### config.mk
export PLATFORM = sky130hd
export DESIGN_NAME = rptr_empty_lvl
export DESIGN_NICKNAME = d
export VERILOG_FILES = /design/src/rtl/fifo_pkg.sv /design/src/rtl/gray2bin.sv /design/src/rtl/rptr_empty_lvl.sv
export SDC_FILE = /design/constraint.sdc
export NUM_CORES = 1
export LEC_CHECK = 0
export BUFFER_PORTS_ARGS = -buffer_cell sky130_fd_sc_hd__buf_2
export CORE_MARGIN = 2
export CORE_UTILIZATION = 58
export DETAILED_ROUTE_END_ITERATION = 12
export PLACE_DENSITY = 0.83
export SKIP_LAST_GASP = 1
export SLEW_MARGIN = 20
export SYNTH_ARGS = -nofsm -noshare
export SYNTH_HDL_FRONTEND = slang
export SYNTH_SLANG_ARGS = --single-unit
export TNS_END_PERCENT = 100
### constraint.sdc
create_clock -name rd_clk -period 6.4 [get_ports rd_clk]
set_input_delay 0.64 -clock rd_clk [delete_from_list [all_inputs] [get_ports rd_clk]]
set_output_delay 0.64 -clock rd_clk [all_outputs]
set_load 0.01 [all_outputs]
### src/rtl/fifo_pkg.sv
`default_nettype none
// ============================================================================
// Module      : fifo_pkg
// Description : Shared pointer-width constants and Gray/binary conversion
//               helpers for the dual-clock FIFO pointer blocks.
// Revision    : 1.0 - initial release
// ============================================================================
package fifo_pkg;

    localparam int ASIZE_DEF = 4;
    localparam int PTR_W     = ASIZE_DEF + 1;

    function automatic logic [PTR_W-1:0] bin2gray(input logic [PTR_W-1:0] b);
        return b ^ (b >> 1);
    endfunction

    function automatic logic [PTR_W-1:0] gray2bin(input logic [PTR_W-1:0] g);
        logic [PTR_W-1:0] b;
        b[PTR_W-1] = g[PTR_W-1];
        for (int i = PTR_W - 2; i >= 0; i--) begin
            b[i] = b[i+1] ^ g[i];
        end
        return b;
    endfunction

endpackage
`default_nettype wire

### src/rtl/gray2bin.sv
`default_nettype none
// ============================================================================
// Module      : gray2bin
// Description : Combinational Gray-to-binary converter (XOR prefix from MSB).
// Revision    : 1.0 - initial release
// ============================================================================
module gray2bin #(
    parameter int WIDTH = 5
) (
    input  logic [WIDTH-1:0] i_gray,
    output logic [WIDTH-1:0] o_bin
);

    for (genvar i = 0; i < WIDTH; i++) begin : g_bit
        assign o_bin[i] = ^i_gray[WIDTH-1:i];
    end

endmodule
`default_nettype wire

### src/rtl/rptr_empty_lvl.sv
`default_nettype none
// ============================================================================
// Module      : rptr_empty_lvl
// Description : Read-domain pointer, empty/almost-empty flags, fill level,
//               sticky underflow and single-cycle flush for the async FIFO.
// Revision    : 1.0 - initial release
// ============================================================================
module rptr_empty_lvl
    import fifo_pkg::*;
#(
    parameter int ASIZE    = ASIZE_DEF,
    parameter int AE_RESET = 2
) (
    input  logic             rd_clk,
    input  logic             rrst,
    input  logic             rd_en,
    input  logic             rflush,
    input  logic [ASIZE:0]   s_wptr,
    input  logic             ae_thresh_we,
    input  logic [ASIZE:0]   ae_thresh_in,
    input  logic             urun_clr,
    output logic [ASIZE-1:0] raddr,
    output logic [ASIZE:0]   rptr,
    output logic             rempty,
    output logic             ralmost_empty,
    output logic [ASIZE:0]   rcount,
    output logic             runderflow
);

    localparam logic [ASIZE:0] c_AE_RESET = AE_RESET[ASIZE:0];

    logic [ASIZE:0] r_rbin;
    logic [ASIZE:0] r_rptr;
    logic [ASIZE:0] r_rcount;
    logic [ASIZE:0] r_thresh;
    logic           r_rempty;
    logic           r_ralmost_empty;
    logic           r_runderflow;

    logic [ASIZE:0] w_wbin;
    logic           w_pop;
    logic [ASIZE:0] w_bnext;
    logic [ASIZE:0] w_gnext;
    logic [ASIZE:0] w_cnext;

    gray2bin #(
        .WIDTH (ASIZE + 1)
    ) u_wptr_g2b (
        .i_gray (s_wptr),
        .o_bin  (w_wbin)
    );

    // Flush jumps straight to the synchronised write pointer; no pop that cycle.
    assign w_pop   = rd_en & ~r_rempty;
    assign w_bnext = rflush ? w_wbin : r_rbin + {{ASIZE{1'b0}}, w_pop};
    assign w_gnext = (w_bnext >> 1) ^ w_bnext;
    assign w_cnext = w_wbin - w_bnext;

    always_ff @(posedge rd_clk) begin
        if (rrst) begin
            r_rbin          <= '0;
            r_rptr          <= '0;
            r_rempty        <= 1'b1;
            r_ralmost_empty <= 1'b1;
            r_rcount        <= '0;
            r_runderflow    <= 1'b0;
            r_thresh        <= c_AE_RESET;
        end else begin
            r_rbin          <= w_bnext;
            r_rptr          <= w_gnext;
            r_rempty        <= (w_gnext == s_wptr);
            r_rcount        <= w_cnext;
            r_ralmost_empty <= (w_cnext <= r_thresh);
            // A fresh underflow outranks a simultaneous clear.
            if (rd_en && r_rempty && !rflush) begin
                r_runderflow <= 1'b1;
            end else if (urun_clr) begin
                r_runderflow <= 1'b0;
            end
            if (ae_thresh_we) begin
                r_thresh <= ae_thresh_in;
            end
        end
    end

    assign raddr         = r_rbin[ASIZE-1:0];
    assign rptr          = r_rptr;
    assign rempty        = r_rempty;
    assign ralmost_empty = r_ralmost_empty;
    assign rcount        = r_rcount;
    assign runderflow    = r_runderflow;

endmodule
`default_nettype wire

### After elaboration in Yosys (flattened, before gate mapping)

Index checks and enable logic that the tools add are counted.

| storage, ports and cells | value |
|---|---|
| memories | 0 |
| bits of input ports | 16 |
| word-level logic and storage cells | 25 |
| memory bits (writable) | 0 |
| register bits after elaboration | 23 |
| ROM bits | 0 |
| bits in latches | 0 |

| cells by class | value |
|---|---|
| $add $sub $neg | 2 |
| div/mod/pow operators | 0 |
| bitwise gates (word level) | 3 |
| reduce and logical (&&, ||, !) cells | 8 |
| multipliers | 0 |
| muxes and demuxes | 3 |
| order comparisons | 1 |
| equal/unequal tests | 1 |
| shift operators | 0 |

Operators by type and width:

| cell | number |
|---|---|
| $add 5x1->5 | 1 |
| $eq 5x5->1 | 1 |
| $le 5x5->1 | 1 |
| $mux 5 | 1 |
| $reduce_xor 5->1 | 1 |
| $sub 5x5->5 | 1 |
| $xor 4x5->5 | 1 |
| $reduce_xor 4->1 | 1 |
| $reduce_xor 3->1 | 1 |
| $logic_and 1x1->1 | 2 |
| $mux 1 | 2 |
| $reduce_bool 2->1 | 1 |
| $reduce_xor 2->1 | 1 |
| $and 1x1->1 | 1 |
| $logic_not 1->1 | 1 |
| $not 1->1 | 1 |

### Longest topological paths before layout

| depth | value |
|---|---|
| depth after elaboration | 6 |
| gate-level depth with buffers | 15 |
| gate-level depth less buffers | 14 |

### Cells and area by module

A second synthesis with hierarchy kept.

| second synthesis, totals | value |
|---|---|
| cell total of the unflattened synthesis | 146 |
| area total of the unflattened synthesis | 1,441.4 um^2 |

Modules (own cells, without submodules):

| module | times used | area an instance (um^2) | cells each | sequential area each (um^2) |
|---|---|---|---|---|
| rptr_empty_lvl | 1 | 1,368.8 | 140 | 440.4 |
| gray2bin | 1 | 72.6 | 6 | 0.0 |

### Worst setup path before layout

No wires, ideal clock.

| path | value |
|---|---|
| path kind | input to register |
| start | in s_wptr[3] |
| end | reg r_ralmost_empty, in the netlist ralmost_empty |
| path slack | 3.008 ns |
| setup time | 0.082 ns |
| cell stages on the path | 14 |
| required time | 6.318 ns |
| buffers on the path | 1 |
| data arrival time | 3.310 ns |
| cells stage by stage | buf_4 -> xnor3_2 -> xor2_4 -> xnor2_1 -> mux2_4 -> ha_1 -> inv_1 -> ha_1 -> ha_1 -> nor2b_1 -> o21a_1 -> o21a_1 -> o21a_1 -> o221ai_1 |

| between the ends | value |
|---|---|
| cells in the longest elaborated chain, start to end | 4 |
| elaborated cells on any way between the ends | 7 |
| classes of those cells | 1 x add/sub; 1 x order compare; 1 x mux; 4 x reduce/logical |

Ends and longest elaborated chain:

| element | line | text |
|---|---|---|
| start: declaration | rptr_empty_lvl.sv:18 | `input logic [ASIZE:0] s_wptr,` |
| $reduce_xor 5->1 | gray2bin.sv:15 | `assign o_bin[i] = ^i_gray[WIDTH-1:i];` |
| $mux 5 | rptr_empty_lvl.sv:55 | `assign w_bnext = rflush ? w_wbin : r_rbin + {{ASIZE{1'b0}}, w_pop};` |
| named net w_bnext[0] | rptr_empty_lvl.sv:42 | `logic [ASIZE:0] w_bnext;` |
| $sub 5x5->5 | rptr_empty_lvl.sv:57 | `assign w_cnext = w_wbin - w_bnext;` |
| named net w_cnext[1] | rptr_empty_lvl.sv:44 | `logic [ASIZE:0] w_cnext;` |
| $le 5x5->1 | rptr_empty_lvl.sv:73 | `r_ralmost_empty <= (w_cnext <= r_thresh);` |
| end signal: assignment | rptr_empty_lvl.sv:73 |  |
| end: declaration | rptr_empty_lvl.sv:37 | `logic r_ralmost_empty;` |

The timed path passes the listed nets, and every way through them passes these cells.
A chain may end at the register's enable or synchronous reset.

### Final worst setup path

| path | value |
|---|---|
| start | in rd_en |
| end | reg r_ralmost_empty, in the netlist ralmost_empty |

| between the ends | value |
|---|---|
| cells in the longest elaborated chain, start to end | 5 |

Ends and longest elaborated chain:

| element | line | text |
|---|---|---|
| start: declaration | rptr_empty_lvl.sv:16 | `input logic rd_en,` |
| $and 1x1->1 | rptr_empty_lvl.sv:54 | `assign w_pop = rd_en & ~r_rempty;` |
| $add 5x1->5 | rptr_empty_lvl.sv:55 |  |
| $mux 5 | rptr_empty_lvl.sv:55 |  |
| $sub 5x5->5 | rptr_empty_lvl.sv:57 |  |
| named net w_cnext[2] | rptr_empty_lvl.sv:44 |  |
| $le 5x5->1 | rptr_empty_lvl.sv:73 |  |

The timed path passes the listed nets, and every way through them passes these cells.

==> impl_metrics.py <==
metrics = {
    "setup_path": {
        "timing.critical_path.mode_cell": "sky130_fd_sc_hd__ha_1",
        "r2r_cells": 14,
        "critPathKind": "in2reg",
        "reg2reg_slack_ps": 3160,
        "slowest_delay_ps": 370,
        "rr_startpoint": "rempty$_SDFF_PP1_",
        "worst_ep_required_time_ps": 6640,
        "crit_fanout": 4,
        "start_kind": "primary input",
        "cp_top_family": "adder cells",
        "path_depth": 15,
        "cp_cell_sequence": "buf_2, nor2b_1, ha_1, ha_1, xor2_1, xor2_1, or2_2, ha_1, o21bai_2, xor2_1, ha_1, o21a_1, o21a_1, o21a_1, o221ai_1",
        "r2r_end": "ralmost_empty$_SDFF_PP1_",
        "critical_path_capture_point_type": "flip-flop",
        "cp_data_arrival_time_ps": 3610,
        "critical_path_buf_inv_count": 1,
        "worst_path_max_delay_cell": "sky130_fd_sc_hd__xor2_1",
    },
    "sta": {
        "fin_tns_setup_ps": 0,
        "tightestPinTransition_ps": 469,
        "timing.fmax_mhz": 297,
        "final-setup-viol-count": 0,
        "fin_worst_hold_slack_ps": 475,
        "final.setup_skew_ps": 6.94,
        "finalCriticalPeriod_ps": 3370,
        "period_share": 0.527,
        "grt_setup_unrepaired": "false",
        "drv_slew": 0,
        "final_hold_viol_count": 0,
        "max-slew-margin-rel": 0.687,
    },
    "finish": {
        "nNetsFinal": 229,
        "final_cell_area_mm2": 0.00171,
        "postLayoutCoreUtil": 0.690,
        "final_layout_size_suffix_gt1_frac": 0.224,
        "layout.cells.most_common": "sky130_fd_sc_hd__buf_2",
        "most-common-layout-cells": "sky130_fd_sc_hd__buf_2, sky130_fd_sc_hd__dfxtp_1, sky130_fd_sc_hd__nor2_1, sky130_fd_sc_hd__nand2_1, sky130_fd_sc_hd__xnor2_1",
        "antennaDiodeCount": 0,
        "synthToLayoutAreaGrowth_pct": 13.0,
    },
    "cts": {
        "cts_inserted_buffers": 3,
        "tritoncts_clock_tree": "done",
        "clk_pin_slew_ps": 120,
        "clkSinkCount": 22,
        "clk_latency_ps": 310,
        "cts.root.buffer_cell": "sky130_fd_sc_hd__clkbuf_4",
        "hold_buffers": 0,
        "clock_tree.buffer_depth": 2,
        "postCtsResizedCells": 0,
        "cts_max_level": 1,
        "post_cts_buffers": 0,
    },
    "hold_path": {
        "holdPathStages": 2,
        "min_to": "runderflow$_SDFFE_PP0P_",
        "worstHoldPathType": "reg2reg",
        "holdCritStartpoint": "runderflow$_SDFFE_PP0P_",
    },
    "yosys": {
        "postSynthRegisterBits": 22,
        "synth.top_cell.area_share": 0.291,
        "post-synth-top-area-cell": "sky130_fd_sc_hd__dfxtp_1",
        "synthArstFlopShare": 0,
        "synth.top_cells.by_area": "sky130_fd_sc_hd__dfxtp_1, sky130_fd_sc_hd__ha_1, sky130_fd_sc_hd__xnor2_1, sky130_fd_sc_hd__xor2_1, sky130_fd_sc_hd__mux2i_1",
        "synth_flop_cell": "sky130_fd_sc_hd__dfxtp_1",
        "yosys_warnings": 0,
        "seq_area_frac_synth": 0.291,
        "synth_enable_flop_cells": 0,
        "yosys.cell_types.count": 46,
        "synthesis.area_per_instance_um2": 8.74,
        "netlist_area_mm2": 0.00151,
        "postSynthCellCount": 173,
        "synth_nets": 200,
    },
    "grt": {
        "number_of_antenna_violations_at_the_first_check_in_global_routing": 0,
        "globalRouteTotalUtil": 0.226,
        "global_route_wire_length_before_repair_mm": 4.98,
        "pin_count_of_the_biggest_net_entering_global_routing": 17,
        "number_of_global_route_vias_before_repair": 1198,
        "globalRoute.totalOverflow": 0,
    },
    "die": {
        "standard_cell_row_count": 18,
        "coreArea_mm2": 0.00248,
        "die_area_mm2": 0.00303,
        "start_util": 0.611,
        "floorplan.die.width_um": 55.1,
        "floorplan.die.height_um": 55.1,
        "ios": 33,
    },
    "routing": {
        "first_iter_violations": 25,
        "drc_errors": 0,
        "dr_total_vias": 1313,
        "drt_first_pass_iters": 4,
        "routed_wire_length_per_instance_um": 13.8,
        "wirelength_mm": 3.18,
        "drt-vias-per-instance": 5.68,
        "antenna_left": 0,
    },
    "power_and_ir_drop": {
        "design_power_total_uw": 420,
        "total_leakage_power_nw": 0.822,
        "vdd.ir_drop.worst_mv": 0.178,
        "pwr_density_cell_mw_per_mm2": 246,
    },
    "run": {
        "drv_cap": 0,
    },
    "outcome": {
        "outcome": "completed",
    },
    "placed_design": {
        "port_buffers": 32,
        "placement.cell_area_mm2": 0.00167,
        "place.detailed.hpwl_mm": 2.43,
        "gp_congestion": 0.854,
    },
}
## per-stage QoR
stage / cells / setup WS, ps
floorplan: 173 / 3010
global placement: 227 / 2820
detailed placement: 227 / 2720
CTS: 231 / 3020
global route: 231 / 2850
finish: 231 / 3030
## tightest hold or removal path, stage by stage (launching register included)
cell                       delay [ps]
sky130_fd_sc_hd__dfxtp_1          330
sky130_fd_sc_hd__nand2b_1          60
sky130_fd_sc_hd__a21oi_1           50
## routing by layer
metal	global-route usage	up-vias	part of all wire
li1	-	650	-
met5	0	-	0
met2	0.427	36	0.50
met3	0.0323	9	0.049
met1	0.264	618	0.43
met4	0.0610	0	0.017
## synth_stat cells (2+ instances only)
master and instances:
sky130_fd_sc_hd__o21a_1 3, sky130_fd_sc_hd__ha_1 11, sky130_fd_sc_hd__nand2b_1 3, sky130_fd_sc_hd__buf_2 3
sky130_fd_sc_hd__nor3_1 2, sky130_fd_sc_hd__xnor2_1 12, sky130_fd_sc_hd__inv_1 11, sky130_fd_sc_hd__xor2_1 9
sky130_fd_sc_hd__o21ai_0 3, sky130_fd_sc_hd__and3_1 3, sky130_fd_sc_hd__dfxtp_1 22, sky130_fd_sc_hd__and2_1 4
sky130_fd_sc_hd__a21oi_1 9, sky130_fd_sc_hd__nor2b_1 4, sky130_fd_sc_hd__nor2_1 15, sky130_fd_sc_hd__a31oi_1 2
sky130_fd_sc_hd__clkbuf_1 4, sky130_fd_sc_hd__mux2i_1 6, sky130_fd_sc_hd__nand2_1 15, sky130_fd_sc_hd__o211ai_1 2
sky130_fd_sc_hd__nand3_1 5
## final cells by class
type                       count  area (um^2)
clock buffer                   4         36.3
inverter                      12         45.0
fill                         214          768
timing repair buffer          32          160
tap                           30         37.5
sequential                    22          440
multi-input combinational    131          990
## registers in the layout, summed over array words and instances, names as in the netlist
register and flops:
r_rbin 5, r_thresh 5, ralmost_empty 1, rcount 5
rempty 1, rptr 4, runderflow 1
## report_power, final
part / switching [mW] / total, mW / internal (mW) / leakage [nW]
Combinational: 0.0930 / 0.178 / 0.0849 / 0.618
Clock: 0.0427 / 0.0775 / 0.0348 / 0.0210
Sequential: 0.0100 / 0.165 / 0.155 / 0.183
## cell families (layout without fill, tap and decap cells)
kind of cell    count (synthesis)  count (layout)  synth area share
simple gates                   55              55             0.179
compound gates                 34              34             0.164
xor+xnor                       24              24             0.171
flops                          22              22             0.291
buf+inv                        20              48            0.0546
fa+ha+maj                      11              11            0.0910
mux                             7               7            0.0496
## worst max-delay path by stage
stage	start	endpoint
after floorplan	s_wptr[3]	ralmost_empty$_SDFF_PP1_
after global placement	rd_en	ralmost_empty$_SDFF_PP1_
after detailed placement	rd_en	ralmost_empty$_SDFF_PP1_
after CTS	rd_en	ralmost_empty$_SDFF_PP1_
after global routing	rd_en	ralmost_empty$_SDFF_PP1_
final	rd_en	ralmost_empty$_SDFF_PP1_
Power figures use the tool's default switching activity.
